[src/rtl/mdu_div.sv]
// ---------------------------------------------------------------------------
// mdu_div -- multi-cycle divider for the MIPS multiply/divide unit.
//
// Executes DIV (signed, instr=1) and DIVU (unsigned, instr=0) by restoring
// shift-subtract, one quotient bit per clock. The quotient goes to lo and the
// remainder to hi. Signed operands are divided as magnitudes and the signs are
// re-applied at the end: the quotient truncates toward zero and the remainder
// takes the sign of the dividend.
//
// Timing (WIDTH=32): the start edge loads the operands, 32 RUN cycles follow,
// then one FIX cycle registers the result. busy is high for 33 cycles and done
// is high in the cycle that the 34th edge after the start edge samples.
//
// Optional feature, macro DIV_ZERO_DETECT_EN:
//   defined   - adds output div_zero. A zero divisor skips RUN and produces
//               lo=all ones, hi=a, with div_zero high alongside done.
//   undefined - a zero divisor runs the full algorithm, and lo/hi are whatever
//               the algorithm yields.
//
// Ports:
//   clk       in   1      rising-edge clock
//   reset     in   1      synchronous active-high reset; clears busy, done,
//                         lo, hi and aborts any operation in flight
//   a         in   WIDTH  dividend (rs)
//   b         in   WIDTH  divisor (rt)
//   instr     in   1      1 = DIV signed, 0 = DIVU unsigned
//   start     in   1      request, sampled only while idle
//   busy      out  1      high while an operation is in flight
//   done      out  1      one-cycle pulse: lo/hi hold the new result
//   lo        out  WIDTH  quotient, held until the next completion
//   hi        out  WIDTH  remainder, held until the next completion
//   div_zero  out  1      (DIV_ZERO_DETECT_EN only) zero divisor, with done
// ---------------------------------------------------------------------------
module mdu_div #(
  parameter int WIDTH = 32
) (
  input  logic             clk,
  input  logic             reset,
  input  logic [WIDTH-1:0] a,
  input  logic [WIDTH-1:0] b,
  input  logic             instr,
  input  logic             start,
  output logic             busy,
  output logic             done,
  output logic [WIDTH-1:0] lo,
`ifdef DIV_ZERO_DETECT_EN
  output logic [WIDTH-1:0] hi,
  output logic             div_zero
`else
  output logic [WIDTH-1:0] hi
`endif
);

  localparam int CW = (WIDTH > 1) ? $clog2(WIDTH) : 1;

  typedef enum logic [1:0] {
    IDLE = 2'd0,
    RUN  = 2'd1,
    FIX  = 2'd2
  } state_t;

  // Magnitude of an operand. The most negative value maps onto itself, which
  // reads correctly as the unsigned magnitude 2^(WIDTH-1).
  function automatic logic [WIDTH-1:0] abs_val(input logic [WIDTH-1:0] v,
                                               input logic             is_signed);
    logic signed [WIDTH-1:0] sv;
    sv = $signed(v);
    if (is_signed && (sv < 0)) return $unsigned(-sv);
    return v;
  endfunction

  // Conditional two's-complement negation used to re-apply result signs.
  function automatic logic [WIDTH-1:0] cond_neg(input logic [WIDTH-1:0] v,
                                                input logic             neg);
    logic signed [WIDTH-1:0] sv;
    sv = $signed(v);
    if (neg) return $unsigned(-sv);
    return v;
  endfunction

  // Control state (reset)
  state_t           state_q, state_d;
  logic [CW-1:0]    cnt_q, cnt_d;
  logic             busy_q, busy_d;
  logic             done_q, done_d;
  logic [WIDTH-1:0] lo_q, lo_d;
  logic [WIDTH-1:0] hi_q, hi_d;

  // Datapath state (no reset: always loaded on the start edge before use)
  logic [WIDTH-1:0] quot_q, quot_d;     // dividend shifting out, quotient in
  logic [WIDTH-1:0] rem_q, rem_d;       // partial remainder
  logic [WIDTH-1:0] dvsr_q, dvsr_d;     // divisor magnitude
  logic             neg_quot_q, neg_quot_d;
  logic             neg_rem_q, neg_rem_d;

`ifdef DIV_ZERO_DETECT_EN
  logic             div_zero_q, div_zero_d;
  logic             dz_pend_q, dz_pend_d;
`endif

  // One restoring step. The subtraction is WIDTH+1 bits wide so a shifted
  // remainder above 2^WIDTH-1 still compares correctly; the top bit of the
  // difference is the borrow.
  logic [WIDTH:0] rem_sh;
  logic [WIDTH:0] diff;

  always_comb begin
    rem_sh = {rem_q, quot_q[WIDTH-1]};
    diff   = rem_sh - {1'b0, dvsr_q};
  end

  always_comb begin
    state_d    = state_q;
    cnt_d      = cnt_q;
    busy_d     = busy_q;
    done_d     = 1'b0;
    lo_d       = lo_q;
    hi_d       = hi_q;
    quot_d     = quot_q;
    rem_d      = rem_q;
    dvsr_d     = dvsr_q;
    neg_quot_d = neg_quot_q;
    neg_rem_d  = neg_rem_q;
`ifdef DIV_ZERO_DETECT_EN
    div_zero_d = 1'b0;
    dz_pend_d  = dz_pend_q;
`endif

    unique case (state_q)
      IDLE: begin
        if (start) begin
          quot_d     = abs_val(a, instr);
          dvsr_d     = abs_val(b, instr);
          neg_quot_d = instr & (a[WIDTH-1] ^ b[WIDTH-1]);
          neg_rem_d  = instr & a[WIDTH-1];
          rem_d      = '0;
          cnt_d      = '0;
          busy_d     = 1'b1;
          state_d    = RUN;
`ifdef DIV_ZERO_DETECT_EN
          // A zero divisor goes straight to FIX with the dividend magnitude
          // as remainder, so the usual sign fix-up returns hi = a.
          dz_pend_d = (b == '0);
          if (b == '0) begin
            rem_d   = abs_val(a, instr);
            state_d = FIX;
          end
`endif
        end
      end

      RUN: begin
        if (!diff[WIDTH]) begin
          rem_d  = diff[WIDTH-1:0];
          quot_d = {quot_q[WIDTH-2:0], 1'b1};
        end else begin
          rem_d  = rem_sh[WIDTH-1:0];
          quot_d = {quot_q[WIDTH-2:0], 1'b0};
        end
        cnt_d = cnt_q + 1'b1;
        if (cnt_q == CW'(WIDTH - 1)) state_d = FIX;
      end

      FIX: begin
        lo_d    = cond_neg(quot_q, neg_quot_q);
        hi_d    = cond_neg(rem_q, neg_rem_q);
        done_d  = 1'b1;
        busy_d  = 1'b0;
        state_d = IDLE;
`ifdef DIV_ZERO_DETECT_EN
        if (dz_pend_q) lo_d = '1;
        div_zero_d = dz_pend_q;
`endif
      end

      default: begin
        state_d = IDLE;
        busy_d  = 1'b0;
      end
    endcase
  end

  always_ff @(posedge clk) begin
    if (reset) begin
      state_q <= IDLE;
      cnt_q   <= '0;
      busy_q  <= 1'b0;
      done_q  <= 1'b0;
      lo_q    <= '0;
      hi_q    <= '0;
`ifdef DIV_ZERO_DETECT_EN
      div_zero_q <= 1'b0;
`endif
    end else begin
      state_q <= state_d;
      cnt_q   <= cnt_d;
      busy_q  <= busy_d;
      done_q  <= done_d;
      lo_q    <= lo_d;
      hi_q    <= hi_d;
`ifdef DIV_ZERO_DETECT_EN
      div_zero_q <= div_zero_d;
`endif
    end
  end

  always_ff @(posedge clk) begin
    quot_q     <= quot_d;
    rem_q      <= rem_d;
    dvsr_q     <= dvsr_d;
    neg_quot_q <= neg_quot_d;
    neg_rem_q  <= neg_rem_d;
`ifdef DIV_ZERO_DETECT_EN
    dz_pend_q  <= dz_pend_d;
`endif
  end

  assign busy = busy_q;
  assign done = done_q;
  assign lo   = lo_q;
  assign hi   = hi_q;
`ifdef DIV_ZERO_DETECT_EN
  assign div_zero = div_zero_q;
`endif

endmodule

[config.mk]
export PLATFORM = sky130hd
export DESIGN_NAME = mdu_div
export DESIGN_NICKNAME = d
export VERILOG_FILES = /design/src/rtl/mdu_div.sv
export SDC_FILE = /design/constraint.sdc
export NUM_CORES = 1
export LEC_CHECK = 0
export CAP_MARGIN = 20
export CORE_ASPECT_RATIO = 0.75
export CORE_UTILIZATION = 25
export CTS_CLUSTER_SIZE = 24
export DETAILED_ROUTE_END_ITERATION = 10
export HOLD_SLACK_MARGIN = 0.02
export PLACE_DENSITY_LB_ADDON = 0.05
export SYNTH_ARGS = -nofsm -noshare
export SYNTH_HDL_FRONTEND = slang
export SYNTH_SLANG_ARGS = --single-unit
export TNS_END_PERCENT = 1
[constraint.sdc]
create_clock -name clk -period 4.26 [get_ports clk]
set_input_delay 0.639 -clock clk [delete_from_list [all_inputs] [get_ports clk]]
set_output_delay 0.639 -clock clk [all_outputs]
set_load 0.005 [all_outputs]
==> metrics <==
achievable frequency approximately 0.27 GHz; CTS Sinks roughly 170; syn_area_per_cell just under 9 um2; minimum clock period between 3 and 4 ns; maximum vdd drop between 0.0002 and 0.0003 V; Vert. Die Dim roughly 180 um; prevailing post-synth register cell edfxtp_1; cell leakage power 0.00478 uW; fill cell count approximately 4.4k; Critical Path Fanout Max 8; Post-Route WL 31900 um; Post-Syn Area 10600 um2; Overflow after GRT 0; Placer Congestion 0.815; max-slew violation count 0; slowest stage delay, CP roughly 0.53 ns; Crit. End Element flip-flop; crit start category flip-flop; type of the most critical hold path reg2reg; final net count ~1.4k; Netlist cell types between 60 and 70; cell with the most instances after synthesis nor2_1; Root Driver clkbuf_16; stages on the worst setup path 9; CP startpoint rem_q[8]$_SDFFCE_PN0P_; vias in the first global route slightly above 8k; clock slew at reported path FFs about 0.07 ns; CP Cell Sequence ha_1 -> a21o_1 -> a31o_2 -> a221o_1 -> a31oi_1 -> nor3_1 -> or3_1 -> nand2_1 -> o21ai_0; Row Count 64; area leader, netlist edfxtp_1; post-route ant nets 0; maxcap violations 0; drt wl/cell between 15 and 20 um; reg2reg path depth 9; sequential share of the synthesized area roughly two fifths; TritonCTS buffer count 17; fraction of registers with async set or reset after synthesis 0%; via/cell ratio about 4.6; final setup fails 0; dpl hpwl ~25000 um; Worst EP required roughly 4.4 ns; Residual DRC 0; via count 8782; RSZ-0062 raised after global routing false; critical path's slowest cell or3_1; Clock Latency Late Sink around 0.45 ns; YS warnings 0; Initial Util between 20% and 30%; r2r startpoint rem_q[8]$_SDFFCE_PN0P_; fin crit share between 80 and 90%; Area growth, synth to finish 24.6%; R2R Setup Slk ~0.52 ns; H-tree levels 4; Worst Path Buf+Inv 0; Die ar. 43300 um2; Slew HR a little over half; Final WS setup 0.518 ns; antenna fix cells 0; DRT Pass-1 Iters 5; Setup TNS 0 ns; clock buffer depth 2; pre-CTS setup slack slightly above 0.4 ns; DIE WIDTH about 240 um; DR iter-0 viols between 400 and 500; slew of the pin with the lowest slew margin 0.713 ns; Worst Path Arrival a little under 4 ns; Mapped Nets between 1k and 1.5k; post_cts resized 0; crit path capture quot_q[0]$_DFFE_PP_; FF-to-FF End quot_q[0]$_DFFE_PP_; core box area roughly 41000 um2; Post-synth EDFFs between 90 and 100; Port Buf Inserts between 100 and 150; Finished Layout Cells between 1.5k and 2k; final core occ about a third; largest net degree at the start of global routing 69; total placed cells including tap cells between 1.5k and 2k; Fin Clk Skew 0.00827 ns; CTS tree done; synth top area cells edfxtp_1 28%, dfxtp_1 14%, xor2_1 7.3%; Gate Count Post-Synth 1207; initial antenna violation count 1; Crit Path Category reg2reg; total global-route track usage roughly 15%; delay-heaviest family, CP compound AO/OA/AOI/OAI gates; Power Density 385 nW/um2; setup bufs post-CTS 0; #FFs+latches synth 171; layout cells sized above 1 between 6 and 7%; Synth top cells by count 165 x nor2_1, 108 x nand2_1, 98 x edfxtp_1; global-route wire length before repair roughly 49000 um; # IOs roughly 130; count of final hold-check violations 0; hold buffer count at CTS 0; Synth top area share around 28%; outcome complete, no violations
-- stage by stage --
stage,cell area [um2],hold WS [ns],total power (uW)
final,13200,0.461,5090
after global routing,13200,0.484,5400
after CTS,13200,0.464,5170
after detailed placement,12600,0.454,3580
after global placement,12600,0.446,3590
after floorplan,10600,0.439,3080
-- layout by cell type (no fill, tap or decap), drive strengths merged, types with 4 or more instances in the layout --
master and count:
xor2 88, nor2 166, or4 15, clkdlybuf4s50 132
o21bai 5, inv 57, nand4 6, nand2 109
o31ai 26, a21o 16, ha 38, edfxtp 98
nand3b 6, nor2b 10, a31oi 7, dfxtp 73
mux2i 12, a211oi 62, clkinv 9, or3 14
o41ai 10, a21oi 76, nor3 25, nand2b 12
clkbuf 22, nand3 22, nor4 7, o21ai 89
xnor2 55, buf 28, o21a 4, and3 4
and2 5
-- logic make-up (layout without fill, tap and decap cells) --
family | count (synthesis) | after routing | synth area share [%]
and+or+nand+nor | 406 | 406 | 17.7
AOI/OAI and AO/OA | 316 | 316 | 19.0
DFF | 171 | 171 | 41.5
xor gates and xnor gates | 143 | 143 | 11.8
buffers and inverters | 120 | 248 | 4.27
adders and majority gates | 39 | 39 | 4.67
muxes | 12 | 12 | 1.13
-- registers in the layout (all words and copies together) (netlist names) --
name / flops
neg_rem_q: 1
cnt_q: 5
state_q: 2
rem_q: 32
neg_quot_q: 1
quot_q: 32
lo: 32
done: 1
hi: 32
busy: 1
dvsr_q: 32
-- worst min path at each step --
| stage | start | endpoint | cells after the start |
|---|---|---|---|
| after floorplan | cnt_q[3]$_SDFFE_PP0P_ | cnt_q[3]$_SDFFE_PP0P_ | 1 |
| after global placement | hi[21]$_SDFFE_PP0P_ | hi[21]$_SDFFE_PP0P_ | 2 |
| after detailed placement | hi[0]$_SDFFE_PP0P_ | hi[0]$_SDFFE_PP0P_ | 2 |
| after CTS | hi[0]$_SDFFE_PP0P_ | hi[0]$_SDFFE_PP0P_ | 2 |
| after global routing | hi[0]$_SDFFE_PP0P_ | hi[0]$_SDFFE_PP0P_ | 2 |
| final | hi[21]$_SDFFE_PP0P_ | hi[21]$_SDFFE_PP0P_ | 2 |
-- where the power goes --
group	switching, uW	total, uW	leakage [uW]	internal (uW)
combinational	846	1450	0.00292	600
clock	711	1560	0.000289	848
sequential	164	2090	0.00157	1920
total	1720	5090	0.00478	3370
-- final cells by class --
cell class,count,area (um2),area share (%)
clock buffer,22,508,3.84
clock inverter,10,60.1,0.454
inverter,56,210,1.59
multi-input combinational,916,5780,43.7
sequential,171,4400,33.3
tap,561,702,5.31
timing repair buffer,160,1560,11.8
-- worst reg2reg max path: stages, from the launching register on --
cell and delay, ns:
edfxtp_1 0.50, ha_1 0.45, a21o_1 0.25, a31o_2 0.26, a221o_1 0.32, a31oi_1 0.50, nor3_1 0.18, or3_1 0.53
nand2_1 0.34, o21ai_0 0.14
-- metal layers --
metal	global-route usage (%)	share of wire, %	vias up
li1	-	-	4541
met1	22.7	53	4096
met2	21.4	42	124
met3	2.67	3.0	21
met4	3.90	1.0	0
met5	0	0	-
Note: power is estimated with default switching activity, not from simulation.
